File: config.mk
export PLATFORM = sky130hd
export DESIGN_NAME = hilo_div_ctrl
export DESIGN_NICKNAME = d
export VERILOG_FILES = /design/src/rtl/hilo_div_pkg.sv /design/src/rtl/hilo_div_step.sv /design/src/rtl/hilo_div_ctrl.sv
export SDC_FILE = /design/constraint.sdc
export NUM_CORES = 1
export LEC_CHECK = 0
export BUFFER_PORTS_ARGS = -buffer_cell sky130_fd_sc_hd__buf_2
export CAP_MARGIN = 20
export CORE_UTILIZATION = 30
export CTS_CLUSTER_DIAMETER = 50
export DETAILED_ROUTE_END_ITERATION = 8
export SKIP_LAST_GASP = 1
export SLEW_MARGIN = 10
export SYNTH_ARGS = -nofsm -noshare
export SYNTH_HDL_FRONTEND = slang
export SYNTH_SLANG_ARGS = --single-unit
File: constraint.sdc
create_clock -name clk -period 9.9 [get_ports clk]
set_input_delay 2.97 -clock clk [delete_from_list [all_inputs] [get_ports clk]]
set_output_delay 2.97 -clock clk [all_outputs]
set_load 0.01 [all_outputs]
File: src/rtl/hilo_div_pkg.sv
// rtl/hilo_div_pkg.sv - shared widths, function codes, state encoding and helpers for the HI/LO divider
package hilo_div_pkg;

    localparam int DATA_BUS  = 32;
    localparam int DIV_ITERS = 32;
    localparam int CNT_W     = 6;

    localparam logic [5:0] FUNCT_DIV  = 6'b011010;
    localparam logic [5:0] FUNCT_DIVU = 6'b011011;

    // Counter value of the final restoring step
    localparam logic [CNT_W-1:0] LAST_CNT = CNT_W'(DIV_ITERS - 1);

    typedef enum logic [1:0] {
        ST_IDLE = 2'd0,
        ST_DIVZ = 2'd1,
        ST_RUN  = 2'd2,
        ST_DONE = 2'd3
    } div_state_e;

    // Magnitude of a value that is two's complement only when is_signed is set
    function automatic logic [DATA_BUS-1:0] div_abs(input logic is_signed,
                                                    input logic [DATA_BUS-1:0] v);
        return (is_signed && v[DATA_BUS-1]) ? (~v + 1'b1) : v;
    endfunction

endpackage

File: src/rtl/hilo_div_step.sv
// rtl/hilo_div_step.sv - one combinational restoring shift-subtract division step
module hilo_div_step
    import hilo_div_pkg::*;
(
    input  logic [DATA_BUS-1:0] i_rem,
    input  logic                i_bit,
    input  logic [DATA_BUS-1:0] i_divisor,
    output logic [DATA_BUS-1:0] o_rem,
    output logic                o_qbit
);

    logic [DATA_BUS:0]   w_shift;
    logic [DATA_BUS-1:0] w_diff;

    // The partial remainder is always below the divisor, so when the subtract
    // succeeds its result fits the low DATA_BUS bits; the carry bit of the
    // shifted value only matters for the compare.
    assign w_shift = {i_rem, i_bit};
    assign w_diff  = w_shift[DATA_BUS-1:0] - i_divisor;
    assign o_qbit  = (w_shift >= {1'b0, i_divisor});
    assign o_rem   = o_qbit ? w_diff : w_shift[DATA_BUS-1:0];

endmodule

File: src/rtl/hilo_div_ctrl.sv
// rtl/hilo_div_ctrl.sv - multi-cycle DIV/DIVU controller with pipeline stall (optional HILO_DIV_EARLY_OUT_EN)
module hilo_div_ctrl
    import hilo_div_pkg::*;
(
    input  logic                clk,
    input  logic                rst,
    input  logic                div_req,
    input  logic                div_signed,
    input  logic [DATA_BUS-1:0] operand_1,
    input  logic [DATA_BUS-1:0] operand_2,
    input  logic                advance,
    input  logic                cancel,
    output logic                div_stall_request,
    output logic                result_valid,
    output logic [DATA_BUS-1:0] result_hi,
    output logic [DATA_BUS-1:0] result_lo
);

    div_state_e          r_state;
    div_state_e          w_next;
    logic [CNT_W-1:0]    r_cnt;
    logic [DATA_BUS-1:0] r_rem;
    logic [DATA_BUS-1:0] r_shift;     // dividend bits shift out, quotient bits shift in
    logic [DATA_BUS-1:0] r_divisor;
    logic [DATA_BUS-1:0] r_raw_dvd;
    logic                r_neg_q;
    logic                r_neg_r;
    logic [DATA_BUS-1:0] r_hi;
    logic [DATA_BUS-1:0] r_lo;

    logic [DATA_BUS-1:0] w_abs_a;
    logic [DATA_BUS-1:0] w_abs_b;
    logic [DATA_BUS-1:0] w_step_rem;
    logic                w_step_q;
    logic [DATA_BUS-1:0] w_quo_final;
    logic                w_last;
    logic                w_divz;
    logic                w_early;

    assign w_abs_a     = div_abs(div_signed, operand_1);
    assign w_abs_b     = div_abs(div_signed, operand_2);
    assign w_divz      = (operand_2 == '0);
    assign w_last      = (r_cnt == LAST_CNT);
    assign w_quo_final = {r_shift[DATA_BUS-2:0], w_step_q};

`ifdef HILO_DIV_EARLY_OUT_EN
    assign w_early = ~w_divz & (w_abs_a < w_abs_b);
`else
    assign w_early = 1'b0;
`endif

    hilo_div_step u_step (
        .i_rem     (r_rem),
        .i_bit     (r_shift[DATA_BUS-1]),
        .i_divisor (r_divisor),
        .o_rem     (w_step_rem),
        .o_qbit    (w_step_q)
    );

    // State register
    always_ff @(posedge clk or negedge rst) begin
        if (!rst) r_state <= ST_IDLE;
        else      r_state <= w_next;
    end

    // Next-state logic; a flush overrides everything, including a new request
    always_comb begin
        w_next = r_state;
        if (cancel) begin
            w_next = ST_IDLE;
        end else begin
            case (r_state)
                ST_IDLE: begin
                    if (div_req) begin
                        if (w_divz)       w_next = ST_DIVZ;
                        else if (w_early) w_next = ST_DONE;
                        else              w_next = ST_RUN;
                    end
                end
                ST_DIVZ: w_next = ST_DONE;
                ST_RUN:  if (w_last)  w_next = ST_DONE;
                ST_DONE: if (advance) w_next = ST_IDLE;
                default: w_next = ST_IDLE;
            endcase
        end
    end

    // Operand latch, iteration datapath and sign-corrected result registers
    always_ff @(posedge clk or negedge rst) begin
        if (!rst) begin
            r_cnt     <= '0;
            r_rem     <= '0;
            r_shift   <= '0;
            r_divisor <= '0;
            r_raw_dvd <= '0;
            r_neg_q   <= 1'b0;
            r_neg_r   <= 1'b0;
            r_hi      <= '0;
            r_lo      <= '0;
        end else if (cancel) begin
            r_cnt <= '0;
        end else begin
            case (r_state)
                ST_IDLE: begin
                    if (div_req) begin
                        r_cnt     <= '0;
                        r_rem     <= '0;
                        r_shift   <= w_abs_a;
                        r_divisor <= w_abs_b;
                        r_raw_dvd <= operand_1;
                        r_neg_q   <= div_signed & (operand_1[DATA_BUS-1] ^ operand_2[DATA_BUS-1]);
                        r_neg_r   <= div_signed & operand_1[DATA_BUS-1];
                        if (w_early) begin
                            r_lo <= '0;
                            r_hi <= operand_1;
                        end
                    end
                end
                ST_DIVZ: begin
                    r_lo <= '1;
                    r_hi <= r_raw_dvd;
                end
                ST_RUN: begin
                    r_rem   <= w_step_rem;
                    r_shift <= w_quo_final;
                    r_cnt   <= r_cnt + 1'b1;
                    // Most-negative / -1 yields magnitude 0x80000000, whose negation is itself
                    if (w_last) begin
                        r_lo <= r_neg_q ? (~w_quo_final + 1'b1) : w_quo_final;
                        r_hi <= r_neg_r ? (~w_step_rem + 1'b1) : w_step_rem;
                    end
                end
                default: ;
            endcase
        end
    end

    assign result_valid      = (r_state == ST_DONE) & ~cancel;
    assign div_stall_request = rst & div_req & ~cancel & (r_state != ST_DONE);
    assign result_hi         = r_hi;
    assign result_lo         = r_lo;

endmodule

== Word level (Yosys, flattened, before mapping) ==
Index checks and enable logic that the tools add are counted.

* Bits in registers: 202
* Input bits: 70
* Output and inout bits: 66

* Add/sub/neg operators: 6
* Magnitude comparators: 1
* Equal/unequal tests: 10
* Mux-type cells: 22
* Bitwise gates (word level): 12
* Reduce and logical (&&, ||, !) cells: 12

{| class="wikitable"
|+ Operator list
! operator !! count
|-
| 32-bit 2-to-1 mux || 9
|-
| 32-bit one-hot mux with 2 select lines || 4
|-
| 32-bit by 1-bit adder with 32-bit output, second input constant || 4
|-
| 32-bit NOT || 4
|-
| 33-bit by 32-bit greater-or-equal comparator with 1-bit output || 1
|-
| 32-bit zero test || 1
|-
| 32-bit subtractor || 1
|-
| 6-bit 2-to-1 mux || 2
|-
| 6-bit one-hot mux with 2 select lines || 1
|-
| 3-bit AND reduction || 4
|-
| 2-bit 2-to-1 mux || 5
|-
| 3-bit inequality test, second input constant || 3
|-
| 2-bit one-hot mux with 4 select lines || 1
|-
| 6-bit by 1-bit adder with 6-bit output, second input constant || 1
|-
| 1-bit bitwise AND || 6
|-
| 6-bit by 5-bit == test with 1-bit output, second input constant || 1
|-
| 2-bit inequality test, second input constant || 3
|-
| 2-bit == test, second input constant || 2
|-
| 2-bit nonzero test || 2
|-
| 3-bit nonzero test || 1
|-
| 2-bit by 1-bit == test with 1-bit output, second input constant || 1
|-
| 1-bit logical AND || 2
|-
| 2-bit zero test || 1
|-
| 2-bit AND reduction || 1
|-
| 2 further kinds || 2
|}

== Logic depth before layout (Yosys ltp) ==
* Depth in word-level cells: 7
* Gate-level depth with buffers: 25

== Hierarchy ==
A second synthesis with hierarchy kept.

* Cell total of the unflattened synthesis: 1,608
* Area total of the unflattened synthesis: 13,543.0 sq um

{| class="wikitable"
|+ By module, submodules not included
! module !! instances !! cells an instance !! area each (sq um) !! sequential area each (sq um)
|-
| hilo_div_ctrl || 1 || 1,285 || 11,212.0 || 5,054.8
|-
| hilo_div_step || 1 || 323 || 2,331.0 || 0.0
|}

== Least setup slack after synthesis ==
OpenSTA, ideal clock, no wires.

* Kind: input-to-output
* Start: input port cancel
* End: output port div_stall_request
* Arrival: 3,576 ps
* Required time: 6,930 ps
* Path slack: 3,354 ps
* Stages on the path: 2
* Path buffers: 1
* Path through: clkbuf_1 -> nor4bb_1

* Longest elaborated chain between the ends: 3

{| class="wikitable"
|+ Ends and longest elaborated chain
! what !! line !! RTL
|-
| start, declared || hilo_div_ctrl.sv:12 || <nowiki>input logic cancel,</nowiki>
|-
| 1-bit NOT (no source line) || -- ||
|-
| 1-bit bitwise AND (2 in series) || hilo_div_ctrl.sv:139 || <nowiki>assign div_stall_request = rst & div_req & ~cancel & (r_state != ST_DONE);</nowiki>
|-
| end, declared || hilo_div_ctrl.sv:13 || <nowiki>output logic div_stall_request,</nowiki>
|}

Every way passes these cells.

== Worst setup path after layout ==
* Start: input port rst
* End: output port div_stall_request

* Longest elaborated chain between the ends: 3

{| class="wikitable"
|+ Ends and longest elaborated chain
! what !! line !! RTL
|-
| start, declared || hilo_div_ctrl.sv:6 || <nowiki>input logic rst,</nowiki>
|-
| 1-bit bitwise AND (3 in series) || hilo_div_ctrl.sv:139 ||
|}

Every way passes these cells.

==> results_dict.tcl <==
set metrics [dict create \
    rows 77 \
    cts.reportedPaths.clkPinSlew_ns 0.06 \
    cap_violations 0 \
    drv_slew 0 \
    antenna_found_initial 0 \
    final_cell_area_sq_um 15700 \
    avgSynthCellArea_sq_um 8.42 \
    postSynthCellCount 1614 \
    tns_ns 0 \
    endpoint_kind "output port" \
    cts-root-buf "clkbuf_16" \
    place_hpwl_mm 29.8 \
    cp_slowest_stage_delay_ns 0.48 \
    coreArea_sq_um 44400 \
    cp_cell_sequence "clkbuf_8 > nor4bb_1 > buf_2" \
    synth-edff-count 0 \
    ctsResizeCount 0 \
    cp_max_fo 79 \
    switchingPower_mw 3.01 \
    portBuffers 135 \
    pin_count 136 \
    synth_ff_type "dfrtp_1" \
    cts_tree "yes" \
    overflow 0 \
    rsz0062_at_grt "false" \
    async_flop_share_pct 100 \
    min_period_over_period_pct 70.9 \
    hold_violations 0 \
    grt_pass1_vias 11535 \
    ys_warn_count 0 \
    slew_headroom_pct 28.0 \
    p_seq_share_pct 24.4 \
    nets 1806 \
    vias 11825 \
    worstHoldPathType "register to register" \
    crit_type "input port to output port" \
    drt-pass1-iter-count 6 \
    initial_core_util_pct 30.6 \
    critical_path.slowest_cell "clkbuf_8" \
    grt_max_degree 104 \
    start_kind "input port" \
    fillers 4582 \
    clockPowerShare_pct 16.8 \
    grt_first_pass_wirelength_mm 63.2 \
    ys_seq_area_share_pct 37.2 \
    p_sw_share_pct 48.6 \
    hold_slack_ns 0.478 \
    wirelength_mm 39.1 \
    post-route-min-period_ns 7.02 \
    post_drt_wl_per_cell_microns 17.0 \
    area_growth_pct 15.5 \
    grt_usage_pct 16.7 \
    skew_ns 0.0103 \
    place_area_sq_um 14700 \
    yosys_register_bits 202 \
    die_y_microns 215 \
    post_cts_buffers 0 \
    clock_latency_ns 0.56 \
    antenna_cells 0 \
    fin_util_pct 35.3 \
    via_per_inst 5.13 \
    synth_cell_type_count 98 \
    p_leak_nw 6.67 \
    drt_first_iter_violations 678 \
    ctsHtreeMaxLevel 1 \
    ant_nets 0 \
    clock_path_buffers 3 \
    synth_area_sq_um 13600 \
    drive_above_1_share_pct 15.2 \
    drcViolationCount 0 \
    dieArea_sq_um 46100 \
    intPower_mw 3.18 \
    syn-num-nets 1726 \
    max_freq_mhz 143 \
    tritoncts.num_buffers 28 \
    setup_viol 0 \
    clkSinkCount 202 \
    power_density_nw_per_um2 395 \
    holdBufCountCts 0 \
    die_x_microns 215 \
    cp.arrival_ns 4.05 \
    gp_congestion 0.874 \
    max-vdd-ir-drop_v 0.000205 \
    critPathRequiredTime_ns 6.93 \
    comb_power_share_pct 58.8 \
    status "finished clean" \
    tightest_slew_ns 1.07 \
]
[cell type report]
| class | count | area [sq um] | share of cell area (%) |
|---|---|---|---|
| clock buffers | 36 | 761 | 4.85 |
| clock inverters | 14 | 214 | 1.36 |
| inverters | 58 | 218 | 1.39 |
| multi-input cells | 1261 | 7960 | 50.7 |
| flip-flops and latches | 202 | 5050 | 32.2 |
| well taps | 592 | 741 | 4.72 |
| repair buffers | 143 | 744 | 4.74 |
[critical path, delay by kind of cell]
| kind | cells | cell delay [ns] |
|---|---|---|
| buffers and inverters | 2 | 0.65 |
| and+or+nand+nor | 1 | 0.34 |
[sequential cells by signal, summed over array words and instances (netlist names)]
| name | cells |
|---|---|
| r_divisor | 32 |
| r_raw_dvd | 32 |
| r_rem | 32 |
| r_shift | 32 |
| result_hi | 32 |
| result_lo | 32 |
| r_cnt | 6 |
| r_state | 2 |
| r_neg_q | 1 |
| r_neg_r | 1 |
[logic make-up after synthesis]
kind of cell / after synthesis / synth area share [%]
AO/OA/AOI/OAI: 500 / 22.9
XOR/XNOR: 132 / 8.51
adder cells (fa/ha/maj): 42 / 3.92
buffers and inverters: 151 / 4.44
flip-flops: 202 / 37.2
multiplexers: 57 / 4.54
AND/OR/NAND/NOR: 530 / 18.5
[metal layers]
| layer | vias to the layer above | GRT usage [%] | wire (microns) |
|---|---|---|---|
| met5 | - | 0 | 0 |
| met4 | 0 | 3.55 | 714 |
| met3 | 45 | 2.21 | 1720 |
| met2 | 257 | 27.1 | 17700 |
| met1 | 5607 | 23.5 | 19000 |
| li1 | 5916 | - | - |
[power groups by stage]
stage | clock [mW] | combinational, mW | sequential [mW]
5_1_grt | 1.09 | 4.04 | 1.56
4_1_cts | 1.06 | 3.63 | 1.51
2_1_floorplan | 0 | 2.76 | 1.42
3_3_place_gp | 0 | 3.57 | 1.51
6_report | 1.04 | 3.64 | 1.51
3_5_place_dp | 0 | 3.62 | 1.52
[cell usage in the layout, fill, tap and decap left out, drive strengths merged, types with 33 or more instances in the layout]
master / count
ha: 41
dfrtp: 202
clkbuf: 37
nand2: 205
inv: 62
o31ai: 33
xor2: 72
nor2: 142
mux2: 34
o21ai: 178
a21oi: 154
buf: 142
xnor2: 60
[cell usage after synthesis, types with 3 or more instances]
master	instances	area, sq um
nor2b_1	6	37.5
a21o_1	16	120
nand2_1	204	766
a211oi_1	9	67.6
nor2_1	142	533
nor3_1	27	135
nand3_1	12	60.1
xnor2_1	60	526
o31a_1	5	43.8
clkbuf_1	63	236
mux2_2	33	372
a31oi_1	16	100
nand4_1	18	113
mux2i_1	22	220
o22a_1	3	26.3
a221oi_1	3	26.3
nor3_2	3	30.0
nand3b_1	5	37.5
or2_2	6	37.5
a22o_1	8	70.1
o311a_1	3	30.0
o21a_1	8	60.1
a21oi_2	3	26.3
o21bai_1	5	37.5
ha_1	41	513
nor3b_1	4	30.0
nand2b_1	12	75.1
o211ai_1	8	60.1
a21oi_1	151	756
or3_1	21	131
and2_1	8	50.1
xor2_1	72	631
a211o_1	3	26.3
o22ai_1	5	31.3
o41ai_1	9	78.8
o21ai_0	175	876
or4_1	11	82.6
buf_2	19	95.1
dfrtp_1	202	5050
o21ai_1	3	15.0
inv_1	56	210
nor4_1	14	87.6
buf_1	8	30.0
and3_1	17	106
o31ai_1	32	240
[worst paths after layout]
kind	end	slack, ns	cells past startpoint	from
max in group asynchronous	r_divisor[24]	6.19	2	rst
min in group asynchronous	result_lo[9]	2.42	1	rst
worst max register to register	result_hi[26]	3.71	18	r_rem[23]
worst min-delay path	result_hi[3]	0.48	2	result_hi[3]
worst max-delay path	div_stall_request	2.88	3	rst
worst min register to register	result_hi[3]	0.48	2	result_hi[3]
[through the flow]
| stage | cells | power (mW) | setup slack (ns) |
|---|---|---|---|
| global placement | 2256 | 5.07 | 2.85 |
| floorplan | 1614 | 4.18 | 3.35 |
| finish | 2306 | 6.19 | 2.88 |
| detailed placement | 2256 | 5.14 | 2.86 |
| CTS | 2306 | 6.20 | 2.85 |
| global route | 2306 | 6.70 | 2.78 |
Note: power is estimated with default switching activity, not from simulation.
